<file path="config.mk">
export PLATFORM = sky130hd
export DESIGN_NAME = mem_lsu_initiator
export DESIGN_NICKNAME = d
export VERILOG_FILES = /design/src/rtl/mem_lsu_initiator.sv
export SDC_FILE = /design/constraint.sdc
export NUM_CORES = 1
export LEC_CHECK = 0
export ABC_AREA = 1
export CELL_PAD_IN_SITES_DETAIL_PLACEMENT = 1
export CELL_PAD_IN_SITES_GLOBAL_PLACEMENT = 2
export CORE_ASPECT_RATIO = 2
export CORE_MARGIN = 2
export CORE_UTILIZATION = 30
export DETAILED_ROUTE_END_ITERATION = 10
export HOLD_SLACK_MARGIN = 0.1
export PLACE_DENSITY_LB_ADDON = 0.25
export SETUP_SLACK_MARGIN = 0.2
export SYNTH_ARGS = -nofsm -noshare
export SYNTH_HDL_FRONTEND = slang
export SYNTH_SLANG_ARGS = --single-unit
</file>
<file path="constraint.sdc">
create_clock -name clk -period 6.35 [get_ports clk]
set_clock_uncertainty 0.15 [all_clocks]
set_input_delay 1.27 -clock clk [delete_from_list [all_inputs] [get_ports clk]]
set_output_delay 1.27 -clock clk [all_outputs]
set_load 0.02 [all_outputs]
</file>
<file path="src/rtl/mem_lsu_initiator.sv">
// mem_lsu_initiator: splits byte-addressed core loads/stores into word accesses with strobes.
module mem_lsu_initiator #(
  parameter int ADDR_WIDTH     = 20,
  parameter int TIMEOUT_CYCLES = 255
) (
  input  logic                  clk,
  input  logic                  rst_n,
  input  logic                  req_valid,
  output logic                  req_ready,
  input  logic                  req_we,
  input  logic [ADDR_WIDTH+1:0] req_addr,
  input  logic [1:0]            req_size,
  input  logic                  req_signed,
  input  logic [31:0]           req_wdata,
  output logic                  rsp_valid,
  output logic [31:0]           rsp_rdata,
  output logic                  rsp_err,
  output logic                  mem_valid,
  output logic [ADDR_WIDTH-1:0] mem_addr,
  output logic [3:0]            mem_wstrb,
  output logic [31:0]           mem_wdata,
  input  logic [31:0]           mem_rdata,
  input  logic                  mem_ready
);
  typedef enum logic [1:0] {IDLE, ACC0, ACC1, RESP} state_t;
  state_t state_q, state_d;
  logic req_ready_q, req_ready_d, rsp_valid_q, rsp_valid_d, rsp_err_q, rsp_err_d;
  logic mem_valid_q, mem_valid_d, we_q, we_d, sgn_q, sgn_d;
  logic [31:0] rsp_rdata_q, rsp_rdata_d, mem_wdata_q, mem_wdata_d;
  logic [ADDR_WIDTH-1:0] mem_addr_q, mem_addr_d, word_q, word_d;
  logic [3:0] mem_wstrb_q, mem_wstrb_d;
  logic [1:0] size_q, size_d, off_q, off_d;
  logic [2:0] lanes_hi_q, lanes_hi_d;
  logic [31:0] wd_hi_q, wd_hi_d, lo_q, lo_d, cnt_q, cnt_d;
  logic [6:0] in_lanes;
  logic [63:0] in_wd;
  logic [31:0] x, ld;
  logic timeout;
  assign in_lanes = (req_size == 2'd0 ? 7'h01 : req_size == 2'd1 ? 7'h03 : 7'h0f) << req_addr[1:0];
  assign in_wd = {32'b0, req_wdata} << {req_addr[1:0], 3'b0};
  // in ACC1 the live read data is the high word; otherwise it is the low word and hi is zero
  assign x = 32'({(state_q == ACC1 ? mem_rdata : 32'b0), (state_q == ACC1 ? lo_q : mem_rdata)} >> {off_q, 3'b0});
  assign ld = size_q == 2'd0 ? {{24{sgn_q & x[7]}}, x[7:0]} :
              size_q == 2'd1 ? {{16{sgn_q & x[15]}}, x[15:0]} : x;
  assign timeout = TIMEOUT_CYCLES != 0 && !mem_ready && cnt_q + 32'd1 == 32'(TIMEOUT_CYCLES);
  always_comb begin
    state_d     = state_q;
    req_ready_d = req_ready_q;
    rsp_valid_d = 1'b0;
    rsp_err_d   = rsp_err_q;
    rsp_rdata_d = rsp_rdata_q;
    mem_valid_d = mem_valid_q;
    mem_addr_d  = mem_addr_q;
    mem_wstrb_d = mem_wstrb_q;
    mem_wdata_d = mem_wdata_q;
    we_d        = we_q;
    sgn_d       = sgn_q;
    size_d      = size_q;
    off_d       = off_q;
    lanes_hi_d  = lanes_hi_q;
    word_d      = word_q;
    wd_hi_d     = wd_hi_q;
    lo_d        = lo_q;
    cnt_d       = cnt_q;
    case (state_q)
      IDLE: if (req_valid) begin
        req_ready_d = 1'b0;
        we_d        = req_we;
        sgn_d       = req_signed;
        size_d      = req_size;
        off_d       = req_addr[1:0];
        lanes_hi_d  = in_lanes[6:4];
        word_d      = req_addr[ADDR_WIDTH+1:2];
        wd_hi_d     = in_wd[63:32];
        rsp_rdata_d = 32'b0;
        rsp_err_d   = req_size == 2'd3;
        rsp_valid_d = req_size == 2'd3;
        state_d     = req_size == 2'd3 ? RESP : ACC0;
        if (req_size != 2'd3) begin
          mem_valid_d = 1'b1;
          mem_addr_d  = req_addr[ADDR_WIDTH+1:2];
          mem_wstrb_d = req_we ? in_lanes[3:0] : 4'b0;
          mem_wdata_d = in_wd[31:0];
          cnt_d       = 32'b0;
        end
      end
      ACC0, ACC1: if (mem_ready) begin
        if (state_q == ACC0 && lanes_hi_q != 3'b0) begin
          state_d     = ACC1;
          lo_d        = mem_rdata;
          mem_addr_d  = word_q + ADDR_WIDTH'(1);
          mem_wstrb_d = we_q ? {1'b0, lanes_hi_q} : 4'b0;
          mem_wdata_d = wd_hi_q;
          cnt_d       = 32'b0;
        end else begin
          state_d     = RESP;
          mem_valid_d = 1'b0;
          mem_wstrb_d = 4'b0;
          rsp_valid_d = 1'b1;
          rsp_rdata_d = we_q ? 32'b0 : ld;
        end
      end else if (timeout) begin
        state_d     = RESP;
        mem_valid_d = 1'b0;
        mem_wstrb_d = 4'b0;
        rsp_valid_d = 1'b1;
        rsp_err_d   = 1'b1;
        rsp_rdata_d = 32'b0;
      end else begin
        cnt_d = cnt_q + 32'd1;
      end
      default: begin
        state_d     = IDLE;
        req_ready_d = 1'b1;
      end
    endcase
  end
  always_ff @(posedge clk or negedge rst_n) begin
    if (!rst_n) begin
      state_q     <= IDLE;
      req_ready_q <= 1'b1;
      rsp_valid_q <= 1'b0;
      rsp_err_q   <= 1'b0;
      rsp_rdata_q <= 32'b0;
      mem_valid_q <= 1'b0;
      mem_addr_q  <= '0;
      mem_wstrb_q <= 4'b0;
      mem_wdata_q <= 32'b0;
      we_q        <= 1'b0;
      sgn_q       <= 1'b0;
      size_q      <= 2'b0;
      off_q       <= 2'b0;
      lanes_hi_q  <= 3'b0;
      word_q      <= '0;
      wd_hi_q     <= 32'b0;
      lo_q        <= 32'b0;
      cnt_q       <= 32'b0;
    end else begin
      state_q     <= state_d;
      req_ready_q <= req_ready_d;
      rsp_valid_q <= rsp_valid_d;
      rsp_err_q   <= rsp_err_d;
      rsp_rdata_q <= rsp_rdata_d;
      mem_valid_q <= mem_valid_d;
      mem_addr_q  <= mem_addr_d;
      mem_wstrb_q <= mem_wstrb_d;
      mem_wdata_q <= mem_wdata_d;
      we_q        <= we_d;
      sgn_q       <= sgn_d;
      size_q      <= size_d;
      off_q       <= off_d;
      lanes_hi_q  <= lanes_hi_d;
      word_q      <= word_d;
      wd_hi_q     <= wd_hi_d;
      lo_q        <= lo_d;
      cnt_q       <= cnt_d;
    end
  end
  assign req_ready = req_ready_q;
  assign rsp_valid = rsp_valid_q;
  assign rsp_rdata = rsp_rdata_q;
  assign rsp_err   = rsp_err_q;
  assign mem_valid = mem_valid_q;
  assign mem_addr  = mem_addr_q;
  assign mem_wstrb = mem_wstrb_q;
  assign mem_wdata = mem_wdata_q;
endmodule

</file>
==> results of run 1 <==
[through the flow]
step	setup WS (ps)	total power, µW	hold slack (ps)	std cells
6_report	2342	7123	316.5	2400
5_1_grt	1839	7735	342.7	2400
3_3_place_gp	1816	5725	304.3	2358
3_5_place_dp	1713	5795	308.2	2358
4_1_cts	2190	7270	323.6	2400
2_1_floorplan	3375	4450	297.9	1724
[per-layer routing]
layer | GRT usage | share of wire | vias to the layer above
met1 | 0.2187 | 0.38 | 5707
li1 | - | - | 5852
met3 | 0.02259 | 0.031 | 63
met2 | 0.4249 | 0.56 | 204
met5 | 0 | 0 | -
met4 | 0.07087 | 0.031 | 0
[area by class of cell]
class | count | share of cell area
clock buffer | 32 | 0.04220
multi-input combinational | 1304 | 0.3982
sequential | 211 | 0.3486
clock inverter | 10 | 0.008836
tap | 530 | 0.04377
inverter | 113 | 0.02799
timing repair buffer | 200 | 0.1305
[sequential cells by signal (all words and copies together), names as in the netlist]
signal      count
wd_hi_q        24
off_q           2
word_q         20
rsp_valid       1
mem_wdata      32
mem_wstrb       4
lanes_hi_q      3
rsp_err         1
rsp_rdata      32
req_ready       1
size_q          2
state_q         2
mem_valid       1
sgn_q           1
cnt_q          32
we_q            1
lo_q           32
mem_addr       20
[kinds of logic after synthesis]
family                     count (synthesis)  synth area share
muxes                                     24           0.01987
adders and majority gates                  7          0.007208
AOI/OAI and AO/OA                        323            0.1429
and+or+nand+nor                          933            0.3130
buffers and inverters                    209           0.07002
xor gates and xnor gates                  17           0.01225
DFF                                      211            0.4347
[worst max-delay path, stage by stage]
cell and delay, ps:
clkdlybuf4s50_1 530, nand2_1 90, inv_1 80, nand2_1 90, nand2_1 110, nor2_2 40
buf_4 270, nand3_2 120, buf_4 620, inv_1 660, nor2_1 230, a31oi_1 70
[worst paths after layout]
path	start	endpoint	slack, ps	depth (start not counted)
setup / recovery	req_size[1]	mem_addr[2]	2340	12
hold / removal	rsp_rdata[13]	rsp_rdata[13]	320	2
setup reg to reg	state_q[0]	mem_addr[2]	2350	11
hold reg to reg	rsp_rdata[13]	rsp_rdata[13]	320	2
max in group asynchronous	rst_n	mem_addr[16]	4260	2
min in group asynchronous	rst_n	lo_q[14]	540	1
[power by group]
| group | switching [µW] | internal [µW] |
|---|---|---|
| clock network | 590 | 828 |
| logic | 2410 | 1140 |
| registers | 346 | 1810 |
| total | 3350 | 3780 |
[layout by cell type, fill, tap and decap left out, types with 6 or more instances in the layout]
| master | n |
|---|---|
| nor3_1 | 20 |
| nand2_1 | 612 |
| dfrtp_1 | 210 |
| mux2i_1 | 23 |
| ha_1 | 6 |
| clkbuf_1 | 6 |
| nand3_1 | 94 |
| nor2_1 | 161 |
| nand4_1 | 10 |
| nand3b_1 | 14 |
| o22ai_1 | 16 |
| a21oi_1 | 66 |
| nor2_4 | 6 |
| nand2_2 | 7 |
| inv_1 | 107 |
| a31oi_1 | 18 |
| buf_4 | 14 |
| o221ai_1 | 10 |
| xor2_1 | 13 |
| clkdlybuf4s50_1 | 183 |
| clkbuf_16 | 23 |
| o21ai_0 | 199 |
==> qor.yml, run 1 <==
layout:
  final_cell_area_um2: 15150
  final_util: 0.3781
  num-fill-cells: 5051
  synthToLayoutAreaGrowth_pct: 24.70
  multiInputGateArea_um2: 6033
  nNetsFinal: 1954
  num_antenna_cells: 0
  drive_gt1_frac: 0.04278
  register_area_um2: 5281
synthesis:
  synth_common_cells: "nand2_1 (614), dfrtp_1 (210), o21ai_0 (199), nor2_1 (162), inv_1 (107)"
  synth-edff-count: 0
  ys.warnings.count: 0
  synth_top_flop_cell: "dfrtp_1"
  ys_seq_area_frac: 0.4347
  yosys.cell_count.top_type: "nand2_1"
  async_reset_ff_frac: 1.000
  avgSynthCellArea_um2: 7.048
  syn_area_um2: 12150
  synth_top_area_frac: 0.4325
  yosysTopAreaCell: "dfrtp_1"
  ys_types: 39
  synth_nets: 1825
  ys_ff_latch: 211
  synth.area.top_cells: "dfrtp_1 (43%), nand2_1 (19%), o21ai_0 (8.2%), nor2_1 (5.0%), nand3_1 (3.9%)"
  synth_cells: 1724
sta:
  slew_headroom: 0.2959
  fmax_mhz: 249.5
  finalSetupTns_ps: 0
  worst_slew_pin_slew_ps: 1055
  setup_viol: 0
  rsz0062_at_grt: "no"
  fin_crit_sh: 0.6312
  fin_crit_ps: 4008
  hold_viol_final: 0
  drv_slew: 0
clocking:
  clk-insertion-delay-late_ps: 530
  postCtsSetupBuffers: 0
  cts_num_sinks: 211
  cts_buffers: 23
  holdBufCountCts: 0
  htreeDepth: 1
  cts-resized-gates: 0
  root_buffer: "clkbuf_16"
  tritoncts: "yes"
  clock_path_buffers: 3
  path_clk_slew_ps: 60
critical_path:
  critPathKind: "input pin to flip-flop"
  path_max_fanout: 81
  critPathRequiredTime_ps: 6550
  cp-end-kind: "flip-flop"
  worstPathArrival_ps: 4210
  startpoint_type: "input pin"
job:
  drv_cap: 0
floorplan:
  die_area_um2: 42230
  die_height_um: 288.6
  fp.coreArea_um2: 40080
  die_x_um: 146.3
  num_io_pins: 186
  initial_core_util: 0.3032
  rows: 104
global_routing:
  grt_use_total: 0.2088
  first_global_vias: 12770
  antenna_found_initial: 0
  grt-ovfl-total: 0
  grt_pass1_wl_um: 70190
  grt_max_degree: 141
power_and_ir_drop:
  ir_drop_mv: 0.2487
  leakagePower_uw: 0.007020
  p_per_area_nw_per_um2: 470.1
route:
  wl_per_cell_um: 18.40
  drc_errors: 0
  firstDrtPassIters: 4
  drt-total-wl_um: 44170
  drt_iter0_drc: 473
  ant_nets: 0
  vias: 11830
  via_per_inst: 4.928
run_status:
  status: "finished, final reports clean"
placement:
  portBuffers: 185
  post-dp-hpwl_um: 32350
  place_area_um2: 14380
  gp_congestion: 0.8068
hold_path:
  hold_path_class: "flip-flop to flip-flop"
(Power assumes the default switching activity.)
==> inputs of run 2 (changes only) <==
Clock period 6.35 ns to 3.85 ns, I/O delays scaled along.
==> qor.yml, run 2 (same netlist as run 1, synthesis figures left out) <==
placement:
  portBuffers: 185  # unchanged
  gp_congestion: 0.8788  # +8.9%
  post-dp-hpwl_um: 33550  # +3.7%
  dp_cells: 2372  # +0.59%
sta:
  drv_slew: 0  # unchanged
  fmax_mhz: 310.5
  finalSetupTns_ps: 0  # unchanged
  setup_viol: 0  # unchanged
  slew_headroom: 0.4418  # +0.1459
  rsz0062_at_grt: "no"
  fin_crit_ps: 3220
  hold_viol_final: 0  # unchanged
  fin_crit_sh: 0.8364
  worst_slew_pin_slew_ps: 832.1  # -222.8 ps
clocking:
  cts_buffers: 23  # unchanged
  root_buffer: "clkbuf_16"
  path_clk_slew_ps: 60  # about the same
  clock_path_buffers: 3  # unchanged
  htreeDepth: 1  # unchanged
  tritoncts: "yes"
  cts-resized-gates: 0  # unchanged
  cts_num_sinks: 211  # unchanged
  clk-insertion-delay-late_ps: 530  # about the same
power_and_ir_drop:
  leakagePower_uw: 0.007101  # +1.2%
  total_power_uw: 12010  # +69%
  ir_drop_mv: 0.4050  # +63%
  p_per_area_nw_per_um2: 784.5  # +67%
critical_path:
  cp-end-kind: "flip-flop"
  crit_path_start: "cnt_q[8]"
  critPathKind: "flip-flop to flip-flop"
  reg2reg_from: "cnt_q[8]"
  critPathRequiredTime_ps: 4110  # -2440 ps
  worstPathArrival_ps: 3480  # -730 ps
  path_max_fanout: 32  # -60%
  startpoint_type: "flip-flop"
floorplan:
  rows: 104  # unchanged
  fp.coreArea_um2: 40080  # unchanged
  initial_core_util: 0.3032  # unchanged
  die_height_um: 288.6  # unchanged
  die_area_um2: 42230  # unchanged
  num_io_pins: 186  # unchanged
  die_x_um: 146.3  # unchanged
route:
  drt-total-wl_um: 45580  # +3.2%
  drc_errors: 0  # unchanged
  drt_iter0_drc: 432  # -8.7%
  wl_per_cell_um: 18.88  # +2.6%
  firstDrtPassIters: 4  # unchanged
  vias: 12070  # +2.1%
  ant_nets: 0  # unchanged
  via_per_inst: 4.999  # +1.4%
layout:
  drive_gt1_frac: 0.04992  # +0.007140
  final_common_cell: "nand2_1"
  synthToLayoutAreaGrowth_pct: 26.03
  nNetsFinal: 1969  # +0.77%
  final_cell_mix: "nand2_1 (612), dfrtp_1 (210), o21ai_0 (199)"
  final_cells: 2415  # +0.63%
global_routing:
  grt_max_degree: 81  # -43%
  first_global_vias: 12890  # +0.95%
  antenna_found_initial: 2  # +2
  grt_use_total: 0.2159  # +0.007011
  grt_pass1_wl_um: 72160  # +2.8%
  grt-ovfl-total: 0  # unchanged
run_status:
  status: "finished, final reports clean"
job:
  drv_cap: 0  # unchanged
hold_path:
  hold_start: "rsp_rdata[30]"
  hold_path_class: "flip-flop to flip-flop"
-- run 2: power by group --
group / switching [µW] / internal, µW
Sequential: 506 / 2980
Combinational: 4140 / 1990
Clock: 989 / 1410
-- run 2: path summary, 6_finish.rpt --
kind                                      end  slack [ps]  depth (start not counted)
worst max-delay path            rsp_rdata[16]         630                         13
worst min register to register  rsp_rdata[30]         320                          2
max in group asynchronous       mem_wdata[16]        1960                          3
worst min-delay path            rsp_rdata[30]         320                          2
worst max register to register  rsp_rdata[16]         630                         13
min in group asynchronous             lo_q[6]         670                          2
-- run 2: timing repair --
action / in CTS / in global routing
setup endpoints to repair: 0 / 0
setup buffers: 0 / 0
hold buffers: 1 / 0
endpoints found under the hold margin: 4 / 0
-- run 2: stage by stage --
| stage | utilization | hold slack, ps | instance area, µm² | worst slack (ps) |
|---|---|---|---|---|
| floorplan | - | 297.9 | 12150 | 1375 |
| global placement | 0.3620 | 305.0 | 14510 | 675.1 |
| detailed placement | 0.3620 | 309.6 | 14510 | 593.0 |
| CTS | 0.3820 | 324.7 | 15310 | 642.5 |
| global route | 0.3821 | 350.3 | 15310 | 315.2 |
| finish | 0.3821 | 317.4 | 15310 | 629.9 |
-- run 2: worst max-delay path: stages, from the launching register on --
cell     delay, ps
dfrtp_1        430
nand2_1        120
nor2_1         250
nand2_1        160
o21ai_1        340
nand3_1        250
nor2_1         140
nand2_1        150
nor2_1         260
nand4_1        160
nand2_2        120
nand2_2        340
nand2_1        170
nand2_1         70
-- run 2: metal layers --
metal,part of all wire,vias up,track usage
met4,0.045,0,0.09684
met2,0.54,234,0.4242
met3,0.030,72,0.02322
li1,-,5874,-
met1,0.38,5892,0.2291
met5,0,-,0
-- run 2: cell type report --
class                      count  area [µm²]
inverter                     113       424.2
multi-input combinational   1304        6033
clock buffer                  29       618.1
fill                        5067       24770
timing repair buffer         215        2117
clock inverter                11       171.4
antenna                        2       5.005
sequential                   211        5281
tap                          530       663.1
